[config.mk]
export PLATFORM = sky130hd
export DESIGN_NAME = sauria_axi4_lite_cfg_master
export DESIGN_NICKNAME = d
export VERILOG_FILES = /design/src/rtl/sauria_axi_pkg.sv /design/src/rtl/sauria_axi_timeout_ctr.sv /design/src/rtl/sauria_axi4_lite_cfg_master.sv
export SDC_FILE = /design/constraint.sdc
export NUM_CORES = 1
export LEC_CHECK = 0
export CORE_ASPECT_RATIO = 0.9
export CORE_MARGIN = 2
export CORE_UTILIZATION = 36
export DETAILED_ROUTE_END_ITERATION = 12
export HOLD_SLACK_MARGIN = 0.12
export PLACE_DENSITY = 0.78
export SLEW_MARGIN = 20
export SYNTH_ARGS = -nofsm -noshare
export SYNTH_HDL_FRONTEND = slang
export SYNTH_HIERARCHICAL = 1
export SYNTH_SLANG_ARGS = --single-unit
[constraint.sdc]
create_clock -name i_clk -period 2.5 [get_ports i_clk]
set_input_delay 0.75 -clock i_clk [delete_from_list [all_inputs] [get_ports i_clk]]
set_output_delay 0.75 -clock i_clk [all_outputs]
set_load 0.03 [all_outputs]
[src/rtl/sauria_axi_pkg.sv]
// Shared definitions for the SAURIA AXI4-lite configuration path: channel
// structs carried by sauria_axi4_lite_ifc, response codes and the master FSM
// state type.
package sauria_axi_pkg;

  localparam int AXI_ADDR_W = 32;
  localparam int AXI_DATA_W = 32;
  localparam int AXI_STRB_W = AXI_DATA_W / 8;

  localparam logic [1:0] AXI_RESP_OKAY   = 2'b00;
  localparam logic [1:0] AXI_RESP_SLVERR = 2'b10;

  // Channel payloads of sauria_axi4_lite_ifc; ready travels the other way.
  typedef struct packed {
    logic                  valid;
    logic [AXI_ADDR_W-1:0] addr;
    logic [2:0]            prot;
  } axi_aw_t;

  typedef struct packed {
    logic                  valid;
    logic [AXI_DATA_W-1:0] data;
    logic [AXI_STRB_W-1:0] strb;
  } axi_w_t;

  typedef struct packed {
    logic       valid;
    logic [1:0] resp;
  } axi_b_t;

  typedef struct packed {
    logic                  valid;
    logic [AXI_ADDR_W-1:0] addr;
    logic [2:0]            prot;
  } axi_ar_t;

  typedef struct packed {
    logic                  valid;
    logic [AXI_DATA_W-1:0] data;
    logic [1:0]            resp;
  } axi_r_t;

  typedef enum logic [2:0] {
    ST_IDLE    = 3'd0,
    ST_WR_REQ  = 3'd1,
    ST_WR_RESP = 3'd2,
    ST_RD_REQ  = 3'd3,
    ST_RD_DATA = 3'd4,
    ST_RSP     = 3'd5
  } cfg_state_e;

endpackage

[src/rtl/sauria_axi_timeout_ctr.sv]
// Saturating wait-cycle counter. expired is high in the cycle where the
// counter sits at TIMEOUT_CYC-1 while enabled; TIMEOUT_CYC=0 never expires.
module sauria_axi_timeout_ctr #(
  parameter int TIMEOUT_CYC = 1024
) (
  input  logic clk,
  input  logic srst,
  input  logic clear,
  input  logic en,
  output logic expired
);

  localparam int CNT_W = (TIMEOUT_CYC > 0) ? $clog2(TIMEOUT_CYC + 1) : 1;
  localparam logic [CNT_W-1:0] CNT_MAX  = CNT_W'(TIMEOUT_CYC);
  localparam logic [CNT_W-1:0] CNT_LAST = CNT_W'((TIMEOUT_CYC > 0) ? TIMEOUT_CYC - 1 : 0);

  logic [CNT_W-1:0] count_reg;

  // Clear has priority; otherwise count up while enabled and hold at the top.
  always_ff @(posedge clk) begin
    if (srst || clear) begin
      count_reg <= '0;
    end else if (en && (count_reg != CNT_MAX)) begin
      count_reg <= count_reg + 1'b1;
    end
  end

  assign expired = (TIMEOUT_CYC != 0) && en && (count_reg == CNT_LAST);

endmodule

[src/rtl/sauria_axi4_lite_cfg_master.sv]
// Command-stream to AXI4-lite master bridge, one transaction in flight.
// The flattened AXI ports are views of sauria_axi4_lite_ifc channel structs.
module sauria_axi4_lite_cfg_master
  import sauria_axi_pkg::*;
#(
  parameter int ADDR_W      = 32,
  parameter int DATA_W      = 32,
  parameter int TIMEOUT_CYC = 1024
) (
  input  logic                i_clk,
  input  logic                i_rst,
  input  logic                i_cmd_valid,
  output logic                o_cmd_ready,
  input  logic                i_cmd_write,
  input  logic [ADDR_W-1:0]   i_cmd_addr,
  input  logic [DATA_W-1:0]   i_cmd_wdata,
  input  logic [DATA_W/8-1:0] i_cmd_wstrb,
  output logic                o_rsp_valid,
  input  logic                i_rsp_ready,
  output logic                o_rsp_write,
  output logic [DATA_W-1:0]   o_rsp_rdata,
  output logic [1:0]          o_rsp_resp,
  output logic                o_rsp_timeout,
  output logic                o_awvalid,
  input  logic                i_awready,
  output logic [ADDR_W-1:0]   o_awaddr,
  output logic [2:0]          o_awprot,
  output logic                o_wvalid,
  input  logic                i_wready,
  output logic [DATA_W-1:0]   o_wdata,
  output logic [DATA_W/8-1:0] o_wstrb,
  input  logic                i_bvalid,
  output logic                o_bready,
  input  logic [1:0]          i_bresp,
  output logic                o_arvalid,
  input  logic                i_arready,
  output logic [ADDR_W-1:0]   o_araddr,
  output logic [2:0]          o_arprot,
  input  logic                i_rvalid,
  output logic                o_rready,
  input  logic [DATA_W-1:0]   i_rdata,
  input  logic [1:0]          i_rresp
);

  cfg_state_e state_reg, state_next;

  axi_aw_t aw_reg;
  axi_w_t  w_reg;
  axi_ar_t ar_reg;
  axi_b_t  b_in;
  axi_r_t  r_in;

  logic                  aw_done_reg, w_done_reg, write_reg;
  logic [AXI_DATA_W-1:0] rsp_rdata_reg;
  logic [1:0]            rsp_resp_reg;
  logic                  rsp_timeout_reg;

  logic aw_hs, w_hs, ar_hs, wr_req_done;
  logic timer_clear, timer_en, timer_expired;

  assign b_in = '{valid: i_bvalid, resp: i_bresp};
  assign r_in = '{valid: i_rvalid, data: AXI_DATA_W'(i_rdata), resp: i_rresp};

  assign aw_hs = aw_reg.valid & i_awready;
  assign w_hs  = w_reg.valid & i_wready;
  assign ar_hs = ar_reg.valid & i_arready;
  // Both write beats finished, counting a handshake landing this cycle.
  assign wr_req_done = (aw_done_reg | aw_hs) & (w_done_reg | w_hs);

  // The timer runs only while waiting on the slave and restarts on every state change.
  assign timer_en    = (state_reg == ST_WR_REQ) || (state_reg == ST_WR_RESP) ||
                       (state_reg == ST_RD_REQ) || (state_reg == ST_RD_DATA);
  assign timer_clear = (state_next != state_reg);

  sauria_axi_timeout_ctr #(
    .TIMEOUT_CYC(TIMEOUT_CYC)
  ) u_timeout (
    .clk    (i_clk),
    .srst   (i_rst),
    .clear  (timer_clear),
    .en     (timer_en),
    .expired(timer_expired)
  );

  // Next-state selection; an awaited handshake always beats a same-cycle expiry.
  always_comb begin
    state_next = state_reg;
    unique case (state_reg)
      ST_IDLE:    if (i_cmd_valid) state_next = i_cmd_write ? ST_WR_REQ : ST_RD_REQ;
      ST_WR_REQ:  if (wr_req_done) state_next = ST_WR_RESP;
                  else if (timer_expired) state_next = ST_RSP;
      ST_WR_RESP: if (b_in.valid || timer_expired) state_next = ST_RSP;
      ST_RD_REQ:  if (ar_hs) state_next = ST_RD_DATA;
                  else if (timer_expired) state_next = ST_RSP;
      ST_RD_DATA: if (r_in.valid || timer_expired) state_next = ST_RSP;
      ST_RSP:     if (i_rsp_ready) state_next = ST_IDLE;
      default:    state_next = ST_IDLE;
    endcase
  end

  // Channel valids, payload capture and response fields.
  always_ff @(posedge i_clk) begin
    if (i_rst) begin
      state_reg       <= ST_IDLE;
      aw_reg          <= '0;
      w_reg           <= '0;
      ar_reg          <= '0;
      aw_done_reg     <= 1'b0;
      w_done_reg      <= 1'b0;
      write_reg       <= 1'b0;
      rsp_rdata_reg   <= '0;
      rsp_resp_reg    <= AXI_RESP_OKAY;
      rsp_timeout_reg <= 1'b0;
    end else begin
      state_reg <= state_next;
      unique case (state_reg)
        ST_IDLE: begin
          if (i_cmd_valid) begin
            write_reg    <= i_cmd_write;
            aw_reg.addr  <= AXI_ADDR_W'(i_cmd_addr);
            ar_reg.addr  <= AXI_ADDR_W'(i_cmd_addr);
            w_reg.data   <= AXI_DATA_W'(i_cmd_wdata);
            w_reg.strb   <= AXI_STRB_W'(i_cmd_wstrb);
            aw_reg.valid <= i_cmd_write;
            w_reg.valid  <= i_cmd_write;
            ar_reg.valid <= ~i_cmd_write;
            aw_done_reg  <= 1'b0;
            w_done_reg   <= 1'b0;
          end
        end
        ST_WR_REQ: begin
          if (aw_hs) begin
            aw_reg.valid <= 1'b0;
            aw_done_reg  <= 1'b1;
          end
          if (w_hs) begin
            w_reg.valid <= 1'b0;
            w_done_reg  <= 1'b1;
          end
          if (!wr_req_done && timer_expired) begin
            aw_reg.valid    <= 1'b0;
            w_reg.valid     <= 1'b0;
            rsp_rdata_reg   <= '0;
            rsp_resp_reg    <= AXI_RESP_SLVERR;
            rsp_timeout_reg <= 1'b1;
          end
        end
        ST_WR_RESP: begin
          if (b_in.valid) begin
            rsp_rdata_reg   <= '0;
            rsp_resp_reg    <= b_in.resp;
            rsp_timeout_reg <= 1'b0;
          end else if (timer_expired) begin
            rsp_rdata_reg   <= '0;
            rsp_resp_reg    <= AXI_RESP_SLVERR;
            rsp_timeout_reg <= 1'b1;
          end
        end
        ST_RD_REQ: begin
          if (ar_hs) begin
            ar_reg.valid <= 1'b0;
          end else if (timer_expired) begin
            ar_reg.valid    <= 1'b0;
            rsp_rdata_reg   <= '0;
            rsp_resp_reg    <= AXI_RESP_SLVERR;
            rsp_timeout_reg <= 1'b1;
          end
        end
        ST_RD_DATA: begin
          if (r_in.valid) begin
            rsp_rdata_reg   <= r_in.data;
            rsp_resp_reg    <= r_in.resp;
            rsp_timeout_reg <= 1'b0;
          end else if (timer_expired) begin
            rsp_rdata_reg   <= '0;
            rsp_resp_reg    <= AXI_RESP_SLVERR;
            rsp_timeout_reg <= 1'b1;
          end
        end
        default: ;
      endcase
    end
  end

  assign o_cmd_ready   = (state_reg == ST_IDLE);
  assign o_rsp_valid   = (state_reg == ST_RSP);
  assign o_bready      = (state_reg == ST_WR_RESP);
  assign o_rready      = (state_reg == ST_RD_DATA);
  assign o_rsp_write   = write_reg;
  assign o_rsp_rdata   = DATA_W'(rsp_rdata_reg);
  assign o_rsp_resp    = rsp_resp_reg;
  assign o_rsp_timeout = rsp_timeout_reg;

  assign o_awvalid = aw_reg.valid;
  assign o_awaddr  = ADDR_W'(aw_reg.addr);
  assign o_awprot  = aw_reg.prot;
  assign o_wvalid  = w_reg.valid;
  assign o_wdata   = DATA_W'(w_reg.data);
  assign o_wstrb   = (DATA_W/8)'(w_reg.strb);
  assign o_arvalid = ar_reg.valid;
  assign o_araddr  = ADDR_W'(ar_reg.addr);
  assign o_arprot  = ar_reg.prot;

endmodule

# ---- Word level (Yosys, flattened, before mapping)
# Cells that the tools add are included.
dict set report totals {
  elab_cells 103
  reg_bits 123
  out_inout_bits 149
}
dict set report op_classes {
  n_eq_ne 16
  bitwise 7
  n_reduce_logical 21
  muxes 44
  addsub 1
}
# op n
set op_table {}
lappend op_table {{two-way mux 32 bit} 5}
lappend op_table {{one-hot mux 32 bit (4 select lines)} 1}
lappend op_table {{two-way mux 33 bit} 2}
lappend op_table {{two-way mux 37 bit} 1}
lappend op_table {{two-way mux 3 bit} 7}
lappend op_table {{one-hot mux 3 bit (6 select lines)} 1}
lappend op_table {{AND reduction 3 bit} 6}
lappend op_table {{two-way mux 1 bit} 14}
lappend op_table {{two-way mux 2 bit} 6}
lappend op_table {{adder 11 x 1 -> 11 bit (second input constant)} 1}
lappend op_table {{equality test 11 x 10 -> 1 bit (second input constant)} 1}
lappend op_table {{!= test 11 bit (second input constant)} 1}
lappend op_table {{one-hot mux 1 bit (2 select lines)} 5}
lappend op_table {{!= test 2 bit (second input constant)} 4}
lappend op_table {{one-hot mux 2 bit (4 select lines)} 1}
lappend op_table {{equality test 3 x 2 -> 1 bit (second input constant)} 2}
lappend op_table {{equality test 3 bit (second input constant)} 2}
lappend op_table {{logical OR 1 bit} 6}
lappend op_table {{!= test 3 x 2 -> 1 bit (second input constant)} 2}
lappend op_table {{bitwise AND 1 bit} 4}
lappend op_table {{one-hot mux 1 bit (4 select lines)} 1}
lappend op_table {{nonzero test 2 bit} 2}
lappend op_table {{nonzero test 4 bit} 1}
lappend op_table {{equality test 3 x 1 -> 1 bit (second input constant)} 1}
lappend op_table {{9 further kinds} 12}

# ---- Longest topological paths before layout
# Gate-level depths: netlist of the first run.
dict set report depth {
  depth_word 10
  ltp_mapped 13
  mapped_depth_nobuf 11
}

# ---- Cells and area by module
# Netlist of the first run, hierarchy kept.
# mod cells_per_inst instances area_per_inst_um2 seq_area_each_um2
set modules_own_cells {}
lappend modules_own_cells {sauria_axi4_lite_cfg_master 512 1 4390.5 2242.2}
lappend modules_own_cells {sauria_axi_timeout_ctr 64 1 555.5 220.2}

# ---- Worst setup path after synthesis of the first run
# Ideal clock, no wire load.
dict set report synth_timing {
  kind {reg-to-reg}
  startpoint {register state_reg[1]}
  endpoint {register u_timeout.count_reg[2]}
  arrival_ns 3.065
  path_stages_with_launch 13
  required_ns 2.430
  setup_slack_ns -0.635
  cell_sequence {dfxtp_1 clkbuf_2 nor3_1 nor2_1 nand4_1 nor4_1 clkbuf_1 nor3_1 a2bb2oi_1 o211ai_1 or2_2 clkbuf_1 a21oi_1}
}
dict set report synth_between {
  elab_cells_between_ends 23
  classes_between {eq/ne (6); mux (8); reduce/logical (9)}
}
# element line_no
set synth_rtl {}
lappend synth_rtl {{start: declaration} sauria_axi4_lite_cfg_master.sv:45} ;# cfg_state_e state_reg, state_next;
lappend synth_rtl {{start signal: assignment} sauria_axi4_lite_cfg_master.sv:115} ;# state_reg <= state_next;
lappend synth_rtl {{zero test 3 bit} --}
lappend synth_rtl {{named net o_cmd_ready} sauria_axi4_lite_cfg_master.sv:13} ;# output logic o_cmd_ready,
lappend synth_rtl {{one-hot mux 3 bit (6 select lines)} sauria_axi4_lite_cfg_master.sv:88} ;# unique case (state_reg)
lappend synth_rtl {{!= test 3 bit} sauria_axi4_lite_cfg_master.sv:73} ;# assign timer_clear = (state_next != state_reg);
lappend synth_rtl {{named net timer_clear} sauria_axi4_lite_cfg_master.sv:59} ;# logic timer_clear, timer_en, timer_expired;
lappend synth_rtl {{logical OR 1 bit} sauria_axi_timeout_ctr.sv:21} ;# if (srst || clear) begin
lappend synth_rtl {{end signal: assignment} sauria_axi_timeout_ctr.sv:24} ;# count_reg <= count_reg + 1'b1;
lappend synth_rtl {{end: declaration} sauria_axi_timeout_ctr.sv:17} ;# logic [CNT_W-1:0] count_reg;
# The timed path passes the listed nets, and every way through them passes these cells.
# A chain may end at the register's enable or synchronous reset.

# ---- Worst setup path in the final report of the first run
dict set report layout_timing {
  startpoint {register state_reg[2]}
  endpoint {output port o_rsp_valid}
}
dict set report layout_between {
  elab_chain_len 1
}
# element line_no
set layout_lines {}
lappend layout_lines {{equality test 3 bit} sauria_axi4_lite_cfg_master.sv:186} ;# assign o_rsp_valid = (state_reg == ST_RSP);
lappend layout_lines {{end: declaration} sauria_axi4_lite_cfg_master.sv:18} ;# output logic o_rsp_valid,
# No other way between the ends.

==> results of run 1 <==
## per-layer routing
layer | share of wire, % | routed length (um) | up-vias | GRT usage [%]
met4 | 1.9 | 275 | 0 | 7.03
met5 | 0 | 0 | - | 0
met1 | 43 | 6350 | 2199 | 24.4
met3 | 5.9 | 883 | 22 | 6.70
met2 | 49 | 7340 | 145 | 33.2
li1 | - | - | 2380 | -
## cells in the final DEF, fill, tap and decap left out, types with 3 or more instances in the layout
master,instances
nand2b_1,3
nor2_1,11
clkinv_2,4
buf_4,22
nand2_1,147
or3_1,3
clkbuf_16,17
buf_12,5
clkinv_4,4
dfxtp_1,123
nand3b_1,4
o21ai_0,6
a22o_1,32
a31oi_1,5
conb_1,6
bufinv_16,4
nor3_1,3
inv_1,11
nand3_1,9
a211oi_1,3
clkdlybuf4s50_1,251
o21a_1,3
nor2b_1,4
nand4_1,3
a21o_1,3
a21oi_1,84
## power by group through the flow
stage	logic, W	registers (W)	clock network (W)
6_report	0.00125	0.00215	0.00259
2_1_floorplan	0.000519	0.00238	0
5_1_grt	0.00134	0.00216	0.00273
3_3_place_gp	0.00124	0.00219	0
3_5_place_dp	0.00125	0.00219	0
4_1_cts	0.00126	0.00215	0.00263
## per-stage QoR
step | cells | TNS [ps] | setup WS [ps] | total power, W
floorplan | 581 | 0 | 23.4 | 0.00290
global placement | 954 | -1140 | -95.9 | 0.00343
detailed placement | 954 | -3260 | -165 | 0.00345
CTS | 986 | 0 | 60.4 | 0.00604
global route | 986 | -0.472 | -0.472 | 0.00623
finish | 986 | 0 | 103 | 0.00599
## timing repair
action                     CTS  global route
buffers inserted             0             0
setup endpoints to repair    2             2
gates resized for setup      2             1
## kinds of logic (layout without fill, tap and decap cells)
| family | Yosys count | in the layout | share of synthesized area (%) |
|---|---|---|---|
| AND/OR/NAND/NOR | 207 | 207 | 18.9 |
| AO/OA/AOI/OAI | 152 | 152 | 19.8 |
| flip-flops | 123 | 123 | 49.8 |
| buffers and inverters | 87 | 324 | 10.2 |
| adder cells (fa/ha/maj) | 2 | 2 | 0.506 |
| XOR/XNOR | 2 | 2 | 0.354 |
| multiplexers | 2 | 2 | 0.405 |
| other | 1 | 6 | 0.0758 |
## worst max-delay path by stage
stage / endpoint / slack (ps) / cells past startpoint
final: o_rsp_valid / 100 / 4
after global routing: u_timeout/count_reg[8]$_SDFFE_PP0P_ / -0.5 / 11
after CTS: o_rready / 60 / 3
after detailed placement: u_timeout/count_reg[9]$_SDFFE_PP0P_ / -170 / 7
after global placement: u_timeout/count_reg[3]$_SDFFE_PP0P_ / -100 / 7
after floorplan: o_rsp_rdata[17]$_SDFFE_PP0P_ / 20 / 10
## worst max-delay path, stage by stage, from the launching register on
cell,delay (ps)
dfxtp_1,420
buf_4,230
nand3b_1,120
inv_1,60
dlygate4sd2_1,400
## area by class of cell
cell class,instances,area [um^2],share of cell area (%)
clock buffer,17,425,5.21
clock inverter,15,199,2.44
inverter,11,41.3,0.506
multi-input combinational,371,2030,24.8
sequential,123,2460,30.2
tap,168,210,2.57
timing repair buffer,281,2800,34.3
==> results by group, run 1 <==
Floorplan
  – Core ar.: 0.0134 mm^2
  – Initial Utilization: a little under two fifths
  – Width of the chip: 128 um
  – I/O Pins: 263
  – Die Outline Area: between 0.01 and 0.015 mm^2
  – Overall die height: 115 um
  – Placement Rows: 40

Yosys
  – Largest cells by area after synthesis: dfxtp_1 (50%), nand2_1 (11%), a21oi_1 (8.5%)
  – Area share of the largest cell type after synthesis: about half
  – Number of synthesized flops with an enable pin: 0
  – Leading cell types by count after synthesis: nand2_1 (147), dfxtp_1 (123), a21oi_1 (84)
  – Number of register bits inferred by synthesis: 123
  – Cell type contributing the most total cell area after synthesis: dfxtp_1
  – Synthesized area per cell: 8.59 um^2
  – Synth warnings: 6
  – Unique cell type count in the Yosys netlist: 54
  – Number of standard cells after synthesis: 576
  – Cell area after technology mapping: around 0.0049 mm^2
  – Sequential share of the synthesized area: 49.8%
  – Leading cell type by number of instances after synthesis: nand2_1
  – Primary flip-flop cell chosen by synthesis mapping: dfxtp_1
  – Share of async-settable or async-resettable flops after synthesis: 0%

GRT
  – Total congestion overflow: 0
  – Global-route wire length before repair: 23.4 mm
  – Number of global-route vias before repair: around 4,600
  – Largest net degree at the start of global routing: 58
  – Antenna violations before repair: 0
  – GRT Resource Usage Total: 20.0%

Routing
  – Routed length per placed instance: about 15 um
  – Final ANT Viol Nets: 0
  – Number of iterations in the first detailed-routing pass: 4
  – Routed Wire Length: roughly 15 mm
  – Post-detailed-route DRC marker count: 0
  – Count of vias placed by the detailed router: roughly 4,700
  – Starting DRT DRC Count: between 300 and 400
  – Via density per instance: just under 5

Pwr
  – Switching power as a share of total power: 28.2%
  – Switching power of the nets: ~0.0017 W
  – Maximum vdd ir drop: 0.498 mV
  – Portion of total power attributed to combinational logic: between 20% and 30%
  – Share of power burned in the clock network: between 40 and 50%
  – Total internal power: 0.00430 W
  – Cell area power density: approximately 730 mW/mm^2
  – Leakage Power: slightly above 3 nW
  – Seq pwr share: 35.9%

Setup path
  – R2R Setup Slk: 210 ps
  – Critical path launch point: state_reg[2]$_SDFF_PP0_
  – Arrival time of the worst setup path: about 1700 ps
  – Startpoint Class: register
  – Startpoint of the worst-slack reg-to-reg timing path: state_reg[0]$_SDFF_PP0_
  – Number of cell instances on the worst register-to-register path: 11
  – End of the worst register-to-register path: u_timeout/count_reg[8]$_SDFFE_PP0P_
  – Largest driver fanout on the critical path: 12
  – CP required: approximately 1800 ps
  – CP Class: reg -> out
  – Setup crit end kind: output port

Clock tree
  – Level count of the clock H-tree: 4
  – Number of buffers created by CTS: 17
  – CTS tree: yes
  – Library cell used as clock root buffer: clkbuf_16
  – Clock slew seen by the registers of the worst setup and hold paths: about 60 ps
  – Clock Sink Count: 123
  – # hold bufs at CTS: 0
  – Insertion delay of the later-clocked pin in the worst-skew pair: 410 ps
  – Maximum count of clock buffers along a single path: 2

Min path
  – Hold WC Path Type: reg -> reg
  – Hold Crit Depth: 2
  – Hold EP: o_wdata[4]$_SDFFE_PP0P_
  – Launch instance of the worst min-delay path: o_wdata[4]$_SDFFE_PP0P_

Timing
  – Final setup vio count: 0
  – Max Fclk: about 420 MHz
  – Unrepaired setup endpoints after global routing: true
  – Final Hold Fails: 0
  – Final critical-path share of the clock period: 95.9%
  – Clock Skews: approximately 12 ps
  – Final number of max-transition violations: 0
  – Min cycle time layout: 2400 ps
  – Final hold slack: approximately 450 ps

Place
  – DPL Wire Length: ~11 mm
  – Post-DP Area: roughly 0.0075 mm^2
  – Port Buf Inserts: around 260
  – Weighted congestion reported at the end of routability-driven placement: just over 0.8

Layout
  – Post-route design area: between 0.008 and 0.009 mm^2
  – Fillers: about 1,100
  – Fraction of layout instances using a drive strength above 1: a little over 9%
  – Layout Nets: slightly above 900
  – Utilization after layout: between 60% and 70%
  – Antenna diode count: 0
  – Relative area change from synthesis to final layout: 65.1%

Run
  – Max-cap viol count: 0

Run status
  – Result of the run: finished clean
Power figures use the tool's default switching activity.
==> run 2, diff against run 1 <==
--- a/config.mk
+++ b/config.mk
@@ -9,6 +9,7 @@
 export CORE_MARGIN = 2
 export CORE_UTILIZATION = 36
 export DETAILED_ROUTE_END_ITERATION = 12
+export GPL_TIMING_DRIVEN = 0
 export HOLD_SLACK_MARGIN = 0.12
 export PLACE_DENSITY = 0.78
 export SLEW_MARGIN = 20
==> run 2 against run 1 <==
Compared with the run above:
- cell count grew 5.8%
- global-route usage increased by 0.80 points
- worst hold slack is essentially flat
- clock-buffer cell count is 3 higher
- sequential power hardly changed
- register-to-register slack got worse by 20 ps
- maximum frequency fell by 2.8%
- utilization rose by 2.1 points
- highest routed layer unchanged
- routed wire length rose by 5.4%
==> results by group, run 2 (synthesis results as in run 1) <==
Setup path
  – CP Buf/Inv Count: 2 (was 3)
  – Most used cell along the critical path: buf_2
  – Arrival time of the worst setup path: 1720 ps (was 1650 ps)
  – Largest driver fanout on the critical path: 10 (was 12)
  – Largest stage delay on the critical path: 380 ps (was 420 ps)
  – CP required: 1750 ps (about the same)
  – Dominant delay contributor by cell family on the critical path: simple AND/OR/NAND/NOR gates (was buffers and inverters)
  – Slowest cell on crit path: dfxtp_2 (was dfxtp_1)
  – CP Class: reg -> out (unchanged)
  – Setup crit end kind: output port (unchanged)
  – Critical path, cell by cell: buf_2 -> nand2b_1 -> nor2_1 -> buf_2 (was buf_4 -> nand3b_1 -> inv_1 -> dlygate4sd2_1)
  – Startpoint Class: register (unchanged)

Pwr
  – Leakage Power: 3.23 nW (was 3.04 nW)
  – Total internal power: 0.00420 W (was 0.00430 W)
  – Switching power of the nets: 0.00168 W (was 0.00169 W)
  – Total power consumption of the routed design: 0.00588 W (was 0.00599 W)
  – Switching power as a share of total power: 28.5% (was 28.2%)
  – Maximum vdd ir drop: 0.468 mV (was 0.498 mV)
  – Seq pwr share: 36.6% (was 35.9%)
  – Portion of total power attributed to combinational logic: 22.3% (was 20.9%)
  – Cell area power density: 696 mW/mm^2 (was 733 mW/mm^2)
  – Share of power burned in the clock network: 41.1% (was 43.2%)

Timing
  – Max Fclk: 406 MHz (was 417 MHz)
  – Final hold slack: 452 ps (about the same)
  – Unrepaired setup endpoints after global routing: true (unchanged)
  – Final Hold Fails: 0 (unchanged)
  – Final number of max-transition violations: 0 (unchanged)
  – Final setup vio count: 0 (unchanged)
  – Final critical-path share of the clock period: 98.6% (was 95.9%)
  – Min cycle time layout: 2470 ps (was 2400 ps)
  – Clock Skews: 14.9 ps (was 11.9 ps)

Layout
  – Leading cell types in the layout, fill and taps excluded: clkdlybuf4s50_1 (252), nand2_1 (147), dfxtp_1 (121), a21oi_1 (84), buf_4 (49) (was clkdlybuf4s50_1 (251), nand2_1 (147), dfxtp_1 (123), a21oi_1 (84), a22o_1 (32))
  – Storage element area: 0.00247 mm^2 (was 0.00246 mm^2)
  – Commonest non-fill, non-tap cell in the layout: clkdlybuf4s50_1 (unchanged)
  – Fraction of layout instances using a drive strength above 1: 13.0% (was 9.05%)
  – Fillers: 1,123 (was 1,127)
  – Utilization after layout: 63.2% (was 61.1%)
  – Relative area change from synthesis to final layout: 70.8% (was 65.1%)
  – Multi-input gate area: 0.00206 mm^2 (was 0.00203 mm^2)
  – Layout Nets: 978 (was 921)
  – Antenna diode count: 0 (unchanged)

Place
  – Port Buf Inserts: 256 (unchanged)
  – DPL Wire Length: 11.4 mm (was 10.6 mm)
  – Weighted congestion reported at the end of routability-driven placement: 0.810 (was 0.828)

Routing
  – Post-detailed-route DRC marker count: 0 (unchanged)
  – Routed Wire Length: 15.6 mm (was 14.8 mm)
  – Routed length per placed instance: 15.0 um (was 15.1 um)
  – Starting DRT DRC Count: 304 (was 349)
  – Number of iterations in the first detailed-routing pass: 5 (was 4)
  – Final ANT Viol Nets: 0 (unchanged)
  – Count of vias placed by the detailed router: 5,044 (was 4,746)
  – Via density per instance: 4.84 (was 4.81)

Clock tree
  – CTS tree: yes (unchanged)
  – Library cell used as clock root buffer: clkbuf_16 (unchanged)
  – # hold bufs at CTS: 0 (unchanged)
  – Clock Sink Count: 123 (unchanged)
  – Level count of the clock H-tree: 4 (unchanged)
  – Insertion delay of the later-clocked pin in the worst-skew pair: 420 ps (was 410 ps)
  – Maximum count of clock buffers along a single path: 2 (unchanged)
  – Clock slew seen by the registers of the worst setup and hold paths: 60 ps (about the same)
  – Number of buffers created by CTS: 17 (unchanged)

Floorplan
  – Placement Rows: 40 (unchanged)
  – Core ar.: 0.0134 mm^2 (unchanged)
  – Overall die height: 115 um (unchanged)
  – Die Outline Area: 0.0147 mm^2 (unchanged)
  – I/O Pins: 263 (unchanged)
  – Width of the chip: 128 um (unchanged)
  – Initial Utilization: 37.0% (unchanged)

Run
  – Max-cap viol count: 0 (unchanged)

GRT
  – GRT Resource Usage Total: 20.8% (was 20.0%)
  – Largest net degree at the start of global routing: 17 (was 58)
  – Antenna violations before repair: 0 (unchanged)
  – Global-route wire length before repair: 23.9 mm (was 23.4 mm)
  – Total congestion overflow: 0 (unchanged)
  – Number of global-route vias before repair: 4,600 (was 4,615)

Run status
  – Result of the run: finished clean (unchanged)

Min path
  – Hold WC Path Type: reg -> reg (unchanged)
run 2: cell count changes in the layout (fill, tap and decap cells not counted), moves of 4 or more:
cell / before / now
buf_2: 1 / 7
buf_4: 22 / 49
clkbuf_1: 0 / 22
buf_6: 0 / 4
buf_12: 5 / 0
run 2: per-stage QoR:
step	TNS, ps	worst slack, ps	cells	cell area [um^2]
after floorplan	0	23.4	581	4990
after global placement	-38900	-619	1005	7760
after detailed placement	-42270	-640	1005	7760
after CTS	0	1.29	1041	8430
after global routing	-50.3	-50.3	1043	8450
final	0	34.9	1043	8450
run 2: path summary, 6_finish.rpt:
kind | to | slack, ps | startpoint | cells after the start
max | o_bready | 30 | state_reg[2]$_SDFF_PP0_ | 4
max reg2reg | u_timeout/count_reg[6]$_SDFFE_PP0P_ | 190 | state_reg[0]$_SDFF_PP0_ | 12
min reg2reg | o_wdata[28]$_SDFFE_PP0P_ | 450 | o_wdata[28]$_SDFFE_PP0P_ | 2
min | o_wdata[28]$_SDFFE_PP0P_ | 450 | o_wdata[28]$_SDFFE_PP0P_ | 2
run 2: worst min-delay path, stage by stage (launching register included):
cell,delay (ps)
dfxtp_1,300
nand2_1,50
a21oi_1,50
run 2: power groups by stage:
stage	registers [W]	logic [W]	clock network, W
2_1_floorplan	0.00238	0.000519	0
3_3_place_gp	0.00218	0.00129	0
3_5_place_dp	0.00219	0.00130	0
4_1_cts	0.00215	0.00131	0.00246
5_1_grt	0.00216	0.00140	0.00255
6_report	0.00215	0.00131	0.00242
run 2: metal layers:
| layer | global-route usage (%) | up-vias | share of wire, % |
|---|---|---|---|
| li1 | - | 2506 | - |
| met1 | 25.6 | 2367 | 42 |
| met2 | 34.9 | 157 | 51 |
| met3 | 6.10 | 14 | 5.6 |
| met4 | 7.47 | 0 | 1.5 |
| met5 | 0 | - | 0 |
run 2: cell type report:
class,count,share of cell area (%)
Multi-Input combinational cell,371,24.4
Clock inverter,12,1.44
Clock buffer,20,5.53
Tap cell,168,2.49
Buffer,73,5.48
Sequential cell,123,29.2
Timing Repair Buffer,265,30.9
Inverter,11,0.489
run 2: timing repair:
action / in CTS / in global routing
gates resized for setup: 27 / 8
endpoints found under the setup margin: 51 / 44
endpoints found under the hold margin: 0 / 0
pin swaps: 8 / 4
buffers inserted: 7 / 2
